==> src/rtl/vram_arbiter.sv <==
// Shares one single-port synchronous VRAM between the scan-out fetcher (priority) and a host port.
// Define VRAM_HOST_STARVE_GUARD_EN to force a host slot after STARVE_MAX lost arbitrations.
module vram_arbiter #(
  parameter int unsigned ADDR_W     = 15,
  parameter int unsigned DATA_W     = 16,
  parameter int unsigned MEM_LAT    = 1,
  parameter int unsigned STARVE_MAX = 8
) (
  input  logic              clk40,
  input  logic              reset_n,

  input  logic              vid_req,
  input  logic [ADDR_W-1:0] vid_addr,
  output logic              vid_ack,
  output logic [DATA_W-1:0] vid_rdata,

  input  logic              host_req,
  input  logic              host_we,
  input  logic [ADDR_W-1:0] host_addr,
  input  logic [DATA_W-1:0] host_wdata,
  output logic              host_ack,
  output logic [DATA_W-1:0] host_rdata,

  output logic              mem_en,
  output logic              mem_we,
  output logic [ADDR_W-1:0] mem_addr,
  output logic [DATA_W-1:0] mem_wdata,
  input  logic [DATA_W-1:0] mem_rdata,

  output logic              busy
);

  typedef enum logic [1:0] {StIdle, StAccess, StWait, StDone} state_e;

  state_e state_q, state_d;

  logic              owner_q, owner_d;  // 1 = host, 0 = video
  logic              we_q, we_d;
  logic [ADDR_W-1:0] addr_q, addr_d;
  logic [DATA_W-1:0] wdata_q, wdata_d;
  logic [2:0]        lat_q, lat_d;
  logic [DATA_W-1:0] vid_rdata_q, vid_rdata_d;
  logic [DATA_W-1:0] host_rdata_q, host_rdata_d;

  logic grant_vid, grant_host;
  logic host_forced;

`ifdef VRAM_HOST_STARVE_GUARD_EN
  localparam int unsigned CntW = $clog2(STARVE_MAX + 1);

  logic [CntW-1:0] starve_q, starve_d;

  assign host_forced = (starve_q == CntW'(STARVE_MAX));

  // A video grant with host pending only happens below STARVE_MAX, so the count saturates there.
  always_comb begin
    starve_d = starve_q;
    if (grant_host) begin
      starve_d = '0;
    end else if (grant_vid && host_req) begin
      starve_d = starve_q + 1'b1;
    end
  end

  always_ff @(posedge clk40 or negedge reset_n) begin
    if (!reset_n) begin
      starve_q <= '0;
    end else begin
      starve_q <= starve_d;
    end
  end
`else
  logic unused_starve_max;

  assign host_forced       = 1'b0;
  assign unused_starve_max = ^STARVE_MAX;
`endif

  // Arbitration is only evaluated in IDLE; video wins unless the host is being forced.
  always_comb begin
    grant_vid  = 1'b0;
    grant_host = 1'b0;
    if (state_q == StIdle) begin
      if (host_req && (!vid_req || host_forced)) begin
        grant_host = 1'b1;
      end else if (vid_req) begin
        grant_vid = 1'b1;
      end
    end
  end

  // State register
  always_ff @(posedge clk40 or negedge reset_n) begin
    if (!reset_n) begin
      state_q <= StIdle;
    end else begin
      state_q <= state_d;
    end
  end

  // Next-state logic
  always_comb begin
    state_d = state_q;
    unique case (state_q)
      StIdle:   if (grant_vid || grant_host) state_d = StAccess;
      StAccess: state_d = StWait;
      StWait:   if (lat_q == 3'd1) state_d = StDone;
      StDone:   state_d = StIdle;
      default:  state_d = StIdle;
    endcase
  end

  // Output logic
  always_comb begin
    busy     = (state_q != StIdle);
    mem_en   = (state_q == StAccess);
    mem_we   = (state_q == StAccess) && we_q;
    vid_ack  = (state_q == StDone) && !owner_q;
    host_ack = (state_q == StDone) && owner_q;
  end

  assign mem_addr   = addr_q;
  assign mem_wdata  = wdata_q;
  assign vid_rdata  = vid_rdata_q;
  assign host_rdata = host_rdata_q;

  // Request latch, latency countdown and read-data capture
  always_comb begin
    owner_d      = owner_q;
    we_d         = we_q;
    addr_d       = addr_q;
    wdata_d      = wdata_q;
    lat_d        = lat_q;
    vid_rdata_d  = vid_rdata_q;
    host_rdata_d = host_rdata_q;

    if (grant_host) begin
      owner_d = 1'b1;
      we_d    = host_we;
      addr_d  = host_addr;
      wdata_d = host_wdata;
    end else if (grant_vid) begin
      owner_d = 1'b0;
      we_d    = 1'b0;
      addr_d  = vid_addr;
    end

    if (state_q == StAccess) begin
      lat_d = 3'(MEM_LAT);
    end else if (state_q == StWait) begin
      lat_d = lat_q - 3'd1;
    end

    // Last WAIT cycle is exactly MEM_LAT cycles after the strobe, when mem_rdata is valid.
    if ((state_q == StWait) && (lat_q == 3'd1) && !we_q) begin
      if (owner_q) begin
        host_rdata_d = mem_rdata;
      end else begin
        vid_rdata_d = mem_rdata;
      end
    end
  end

  always_ff @(posedge clk40 or negedge reset_n) begin
    if (!reset_n) begin
      owner_q      <= 1'b0;
      we_q         <= 1'b0;
      addr_q       <= '0;
      wdata_q      <= '0;
      lat_q        <= '0;
      vid_rdata_q  <= '0;
      host_rdata_q <= '0;
    end else begin
      owner_q      <= owner_d;
      we_q         <= we_d;
      addr_q       <= addr_d;
      wdata_q      <= wdata_d;
      lat_q        <= lat_d;
      vid_rdata_q  <= vid_rdata_d;
      host_rdata_q <= host_rdata_d;
    end
  end

endmodule

==> config.mk <==
export PLATFORM = sky130hd
export DESIGN_NAME = vram_arbiter
export DESIGN_NICKNAME = d
export VERILOG_FILES = /design/src/rtl/vram_arbiter.sv
export SDC_FILE = /design/constraint.sdc
export NUM_CORES = 1
export LEC_CHECK = 0
export CAP_MARGIN = 20
export CORE_ASPECT_RATIO = 0.6
export CORE_MARGIN = 2
export CORE_UTILIZATION = 41
export DETAILED_ROUTE_END_ITERATION = 10
export GPL_ROUTABILITY_DRIVEN = 1
export PLACE_DENSITY_LB_ADDON = 0.15
export REMOVE_ABC_BUFFERS = 1
export SYNTH_ARGS = -nofsm -noshare
export SYNTH_HDL_FRONTEND = slang
export SYNTH_SLANG_ARGS = --single-unit
==> constraint.sdc <==
create_clock -name clk40 -period 2.1 [get_ports clk40]
set_clock_uncertainty 0.05 [all_clocks]
set_input_delay 0.21 -clock clk40 [delete_from_list [all_inputs] [get_ports clk40]]
set_output_delay 0.21 -clock clk40 [all_outputs]
set_load 0.02 [all_outputs]
==> results.yml, run 1 <==
floorplan:
  row_count: 23
  die_x_um: 113
  io-pin-count: 135
  dieHeight_um: 69.4
  dieArea_um2: 7840
  start_util_pct: 43.0
  core_area_um2: 6790
timing:
  fmax_mhz: 515
  hold_viol: 0
  period_share_pct: 92.5
  finalCriticalPeriod_ns: 1.94
  layout_setup_ws_ns: 0.157
  whs_ns: 0.385
  max_slew_margin_pct: 28.7
  setup_viol_count_final: 0
  slew_violations: 0
  fin_setup_tns_ns: 0
  worst_pin_slew_ns: 1.06
  rsz0062_at_grt: "false"
yosys:
  yosys_warnings: 0
  async_flop_share_pct: 100
  netlist_area_um2: 2920
  synth-seq-cells: 70
  ys_types: 27
  yosys.area.top_type: "dfrtp_1"
  postSynthAreaPerCell_um2: 13.6
  yosysSeqAreaShare_pct: 59.9
  synthCells: 215
  netlist_top_cells_area: "dfrtp_1 60%, mux2_2 15%, mux2_4 5.1%, a22oi_1 4.1%, o21ai_0 2.7%"
  synth-edff-count: 0
  yosys-top-cells-count: "70 x dfrtp_1, 40 x mux2_2, 18 x nand2_1"
  synthFlopType: "dfrtp_1"
  synth_top_cell_area_share_pct: 59.9
  synth.most_common_cell: "dfrtp_1"
cts:
  root_buffer: "clkbuf_16"
  clk_latency_ns: 0.32
  cts_tree: "done"
  cts_max_path_buffers: 2
  cts.sinks: 70
  cts_max_level: 3
  cts_setup_buffers: 0
  numCtsBuffers: 9
  cts.clk_slew.worst_paths_ns: 0.06
final_layout:
  drive_gt1_share_pct: 20.6
  regArea_um2: 1750
  fin_area_um2: 4710
  area_delta_synth_final_pct: 61.0
  nFillCells: 489
  final_nets: 432
  diodes: 0
  multi_input_comb_area_um2: 1080
global_routing:
  grtUsageTotal_pct: 19.0
  grt_pass1_vias: 2332
  antenna_found_initial: 0
  overflow: 0
  grt_pass1_wl_um: 11800
  grt_max_degree: 71
critical_path:
  cp-end-kind: "primary output"
  start_kind: "flop"
  setup.worst_path.class: "reg -> out"
  worstPathRequired_ns: 1.84
  critPathMaxFanout: 5
  critPathArrivalTime_ns: 1.68
power:
  power_frac_clock_pct: 21.2
  switchingPower_mw: 2.65
  finalPower_mw: 7.61
  peakVddDrop_mv: 0.672
  power_leakage_nw: 2.06
  p_per_area_nw_per_um2: 1620
  internal_power_mw: 4.96
  p_seq_share_pct: 31.6
  comb_power_share_pct: 47.2
  swShare_pct: 34.8
drt:
  route.detailed.drc: 7
  wirelength_um: 7120
  vias: 2215
  viasPerCell: 4.91
  final_antenna_net_count: 0
  drt_iter0_drc: 63
  drt-wirelength-per-cell_um: 15.8
  firstDrtPassIters: 7
place:
  place_area_um2: 4370
  routabilityCongestion: 0.780
  dpl.hpwl_um: 5170
  pre_cts_slack_ns: 0.00395
  io_buffers: 134
status:
  status: "complete, but fails checks"
  violations: "DRC"
job:
  max_cap_viol_count: 0
worst_hold_path:
  hp-class: "in -> async"
[worst max-delay path, stage by stage, from the launching register on]
cell             delay [ns]
dfrtp_1                0.40
inv_1                  0.09
ha_1                   0.24
clkdlybuf4s50_1        0.64
[sequential cells by signal (all words and copies together) (netlist names)]
signal / cells
vid_rdata: 16
state_q: 2
lat_q: 3
we_q: 1
mem_wdata: 16
mem_addr: 15
owner_q: 1
host_rdata: 16
[stage by stage]
stage | instances | utilization [%]
2_1_floorplan | 205 | -
3_3_place_gp | 434 | 64.4
3_5_place_dp | 434 | 64.4
4_1_cts | 451 | 69.3
5_1_grt | 451 | 69.3
6_report | 451 | 69.3
[cells by family (layout without fill, tap and decap cells)]
family	Yosys count	count (layout)	share of synthesized area, %
AND/OR/NAND/NOR	33	33	5.31
flip-flops	70	70	59.9
buffers and inverters	17	166	3.25
AO/OA/AOI/OAI	39	39	8.39
adder cells (fa/ha/maj)	6	6	2.57
multiplexers	50	50	20.5
[power groups by stage]
stage,registers [mW],logic (mW),clock network (mW)
6_report,2.40,3.59,1.62
5_1_grt,2.50,3.85,1.73
4_1_cts,2.41,3.64,1.65
3_5_place_dp,2.42,3.62,0
3_3_place_gp,2.39,3.56,0
2_1_floorplan,3.12,1.12,0
[final timing paths]
kind | endpoint | depth (start not counted) | slack, ns | start
worst max register to register | host_rdata[8] | 6 | 0.30 | state_q[0]
worst min-delay path | mem_addr[8] | 3 | 0.39 | reset_n
worst min register to register | mem_addr[10] | 2 | 0.43 | mem_addr[10]
worst max-delay path | mem_en | 3 | 0.16 | state_q[1]
max in group asynchronous | host_rdata[1] | 3 | 1.30 | reset_n
min in group clk40 | mem_addr[10] | 2 | 0.43 | mem_addr[10]
[what timing repair did]
item,4_1_cts,5_1_grt
cloned,0,0
resized for setup,1,1
endpoints found under the hold margin,70,0
setup endpoints to repair,1,1
hold buffers,1,0
[per-layer routing]
layer	GRT usage (%)	vias to the layer above	share of wire [%]
met4	4.20	0	0.67
met1	25.6	1077	46
met2	28.5	92	44
li1	-	1042	-
met5	0	-	0
met3	8.74	4	9.6
[layout make-up]
type                       count  share of cell area (%)
clock buffer                  10                    4.87
clock inverter                 6                    1.99
inverter                       7                   0.558
multi-input combinational    128                    22.9
sequential                    70                    37.2
tap                           87                    2.31
timing repair buffer         143                    30.2
[cell usage in the layout (no fill, tap or decap), types with 2 or more instances in the layout]
cell type	n
and2_1	2
dfrtp_1	70
o21ai_0	16
clkdlybuf4s50_1	131
mux2_4	10
inv_6	2
a22oi_1	16
clkbuf_16	9
nand2_1	18
ha_1	6
inv_1	7
bufinv_16	2
nor2_1	5
a21oi_1	2
nor2b_1	3
buf_4	7
mux2_2	40
No activity file was read; power rests on OpenSTA's default activity.
==> inputs of run 2 (changes only) <==
Settings changed: CAP_MARGIN 20 to 30, CORE_UTILIZATION 41 to 44.
Clock period 2.1 ns to 2.3 ns, I/O delays scaled along.
==> results.yml, run 2 (synthesis gave the netlist of run 1 again) <==
place:
  routabilityCongestion: 0.747
  dpl.hpwl_um: 5600
  place_area_um2: 4380
  io_buffers: 134
  placed_cells: 432
critical_path:
  crit_chain: "inv_1 > ha_1 > inv_1 > clkdlybuf4s50_1"
  critPathArrivalTime_ns: 1.85
  worstPathRequired_ns: 2.02
  cpMaxStageDelayCell: "clkdlybuf4s50_1"
  cpMostUsedCell: "inv_1"
  slowest_delay_ns: 0.63
  setup.worst_path.class: "reg -> out"
  critPathMaxFanout: 8
  cp-end-kind: "primary output"
  start_kind: "flop"
status:
  status: "complete, no violations"
cts:
  cts_max_path_buffers: 2
  cts.sinks: 70
  cts_setup_buffers: 0
  root_buffer: "clkbuf_8"
  cts.clk_slew.worst_paths_ns: 0.07
  hold_buffers: 1
  cts_max_level: 3
  clk_latency_ns: 0.33
  cts_tree: "done"
  numCtsBuffers: 9
  cts_resized: 0
final_layout:
  area_delta_synth_final_pct: 56.4
  stdcell_count: 449
  layout_commonest_cell: "clkdlybuf4s50_1"
  final_util_pct: 72.8
  nFillCells: 487
  fin_area_um2: 4570
  multi_input_comb_area_um2: 1080
  regArea_um2: 1750
  drive_gt1_share_pct: 21.1
  mostFrequentLayoutCells: "133 x clkdlybuf4s50_1, 70 x dfrtp_1, 40 x mux2_2, 18 x nand2_1"
  diodes: 0
  final_nets: 433
global_routing:
  grt_pass1_wl_um: 11400
  overflow: 0
  grtUsageTotal_pct: 20.8
  antenna_found_initial: 0
  grt_pass1_vias: 2236
  grt_max_degree: 45
floorplan:
  die_x_um: 109
  row_count: 22
  core_area_um2: 6280
  start_util_pct: 46.6
  io-pin-count: 135
  dieArea_um2: 7330
  dieHeight_um: 67.1
worst_hold_path:
  hp-class: "in -> async"
drt:
  drt-wirelength-per-cell_um: 16.5
  drt_iter0_drc: 79
  viasPerCell: 5.04
  firstDrtPassIters: 4
  wirelength_um: 7400
  route.detailed.drc: 0
  vias: 2261
  final_antenna_net_count: 0
timing:
  worst_pin_slew_ns: 0.631
  fmax_mhz: 469
  finalCriticalPeriod_ns: 2.13
  period_share_pct: 92.7
  rsz0062_at_grt: "false"
  max_slew_margin_pct: 58.0
  setup_viol_count_final: 0
  slew_violations: 0
  hold_viol: 0
  fin_setup_tns_ns: 0
power:
  finalPower_mw: 6.36
  peakVddDrop_mv: 0.783
  power_leakage_nw: 1.99
  p_per_area_nw_per_um2: 1390
job:
  max_cap_viol_count: 0
==> run 2: where the power goes <==
| group | switching (mW) | internal, mW |
|---|---|---|
| Clock | 0.451 | 0.448 |
| Combinational | 1.54 | 1.74 |
| Sequential | 0.335 | 1.85 |
==> run 2: final cells by class <==
cell class / count / area share [%]
sequential: 70 / 38.3
clock buffer: 11 / 3.31
multi-input combinational: 128 / 23.5
clock inverter: 5 / 0.739
tap: 84 / 2.30
inverter: 7 / 0.575
timing repair buffer: 144 / 31.2
==> run 2: worst paths after layout <==
kind | to | from | slack [ns] | depth (start not counted)
min | lat_q[0] | reset_n | 0.40 | 2
min in group clk40 | mem_addr[6] | mem_addr[6] | 0.43 | 2
min reg2reg | mem_addr[6] | mem_addr[6] | 0.43 | 2
max in group asynchronous | mem_wdata[7] | reset_n | 1.15 | 3
max reg2reg | host_rdata[4] | state_q[0] | 0.50 | 6
max | busy | state_q[0] | 0.17 | 4
==> run 2: per-stage QoR <==
| stage | hold slack, ns | setup WS, ns |
|---|---|---|
| floorplan | -0.116 | 0.410 |
| global placement | 0.241 | 0.169 |
| detailed placement | 0.240 | 0.490 |
| CTS | 0.416 | 0.135 |
| global route | 0.433 | 0.0478 |
| finish | 0.399 | 0.168 |
==> run 2: per-layer routing <==
layer / vias to the layer above / wire length, um / global-route usage [%]
met2: 67 / 3510 / 32.5
li1: 1043 / - / -
met4: 0 / 96 / 7.28
met1: 1140 / 3360 / 28.4
met3: 11 / 435 / 5.79
met5: - / 0 / 0
==> run 2: worst max-delay path, delay by kind of cell, from the launching register on <==
kind,cells,cell delay (ns)
flip-flops,1,0.41
buffers and inverters,3,0.82
adder cells (fa/ha/maj),1,0.30
==> inputs of run 3 (changes only) <==
Settings changed: SLEW_MARGIN set to 20.
==> results.yml, run 3 (synthesis gave the netlist of run 1 again) <==
floorplan:
  dieHeight_um: 67.1
  die_x_um: 109
  io-pin-count: 135
  dieArea_um2: 7330
  row_count: 22
  core_area_um2: 6280
  start_util_pct: 46.6
final_layout:
  fin_area_um2: 4640
  stdcell_count: 449
  final_nets: 433
  area_delta_synth_final_pct: 58.8
  layout_commonest_cell: "clkdlybuf4s50_1"
  drive_gt1_share_pct: 21.1
  diodes: 0
  mostFrequentLayoutCells: "133 x clkdlybuf4s50_1, 70 x dfrtp_1, 40 x mux2_2, 18 x nand2_1"
  final_util_pct: 74.0
global_routing:
  grt_max_degree: 45
  grt_pass1_wl_um: 11600
  grt_pass1_vias: 2294
  grtUsageTotal_pct: 21.3
  overflow: 0
  antenna_found_initial: 0
timing:
  setup_viol_count_final: 0
  fmax_mhz: 467
  finalCriticalPeriod_ns: 2.14
  period_share_pct: 93.1
  hold_viol: 0
  layout_setup_ws_ns: 0.158
  max_slew_margin_pct: 50.9
  slew_violations: 0
  rsz0062_at_grt: "false"
  worst_pin_slew_ns: 0.731
  fin_setup_tns_ns: 0
  whs_ns: 0.396
critical_path:
  cpMaxStageDelayCell: "clkdlybuf4s50_1"
  slowest_delay_ns: 0.63
  rr_worst_depth: 6
  path_delay_family: "buffers and inverters"
  worstPathRequired_ns: 2.02
  r2r_slack_ns: 0.50
  critPathMaxFanout: 8
  cp-end-kind: "primary output"
  crit_start: "state_q[0]"
  critPathArrivalTime_ns: 1.86
  regToRegStartpoint: "state_q[0]"
  setup.worst_path.class: "reg -> out"
  rr_endpoint: "host_rdata[9]"
  cpMostUsedCell: "inv_1"
  crit_chain: "inv_1 > ha_1 > inv_1 > clkdlybuf4s50_1"
  cp_num_buf_inv: 3
  start_kind: "flop"
power:
  finalPower_mw: 6.71
  swShare_pct: 35.0
  comb_power_share_pct: 49.0
  internal_power_mw: 4.36
  p_per_area_nw_per_um2: 1450
  peakVddDrop_mv: 0.760
  p_seq_share_pct: 32.5
  switchingPower_mw: 2.35
  power_frac_clock_pct: 18.5
  power_leakage_nw: 2.02
drt:
  drt-wirelength-per-cell_um: 16.5
  final_antenna_net_count: 0
  firstDrtPassIters: 4
  drt_iter0_drc: 52
  viasPerCell: 4.95
  vias: 2222
  route.detailed.drc: 0
  wirelength_um: 7410
cts:
  cts.clk_slew.worst_paths_ns: 0.07
  cts.sinks: 70
  cts_max_path_buffers: 2
  cts_setup_buffers: 0
  cts_tree: "done"
  numCtsBuffers: 9
  cts_resized: 0
  hold_buffers: 1
  root_buffer: "clkbuf_8"
  cts_max_level: 3
  clk_latency_ns: 0.34
place:
  routabilityCongestion: 0.747
  dpl.hpwl_um: 5560
  io_buffers: 134
  placed_cells: 432
  pre_cts_slack_ns: 0.331
  place_area_um2: 4380
status:
  status: "complete, no violations"
job:
  max_cap_viol_count: 0
worst_hold_path:
  hp-class: "in -> async"
==> run 3: worst max-delay path by stage <==
stage                         end  slack (ns)  depth (start not counted)
floorplan           host_rdata[0]        0.41                          5
global placement      mem_addr[2]        0.17                          4
detailed placement    mem_addr[0]        0.33                          5
CTS                          busy        0.14                          4
global route                 busy        0.07                          4
finish                       busy        0.16                          4
==> run 3: cell type report <==
| cell class | instances | area, um2 |
|---|---|---|
| flip-flops and latches | 70 | 1750 |
| fillers | 475 | 1630 |
| repair buffers | 144 | 1430 |
| multi-input cells | 128 | 1080 |
| clock buffers | 11 | 151 |
| clock inverters | 5 | 105 |
| well taps | 84 | 105 |
| inverters | 7 | 26.3 |
==> run 3: metal layers <==
metal	part of all wire [%]	GRT usage [%]	up-vias	routed length [um]
met5	0	0	-	0
met4	1.0	8.39	0	77
met3	6.0	5.60	9	444
met2	46	32.5	71	3430
met1	47	29.3	1096	3460
li1	-	-	1046	-
==> run 3: power groups by stage <==
stage	Clock (mW)	Sequential [mW]	Combinational (mW)
after floorplan	0	2.85	1.02
after global placement	0	2.18	3.24
after detailed placement	0	2.21	3.30
after CTS	1.27	2.19	3.31
after global routing	1.33	2.26	3.50
final	1.24	2.18	3.29
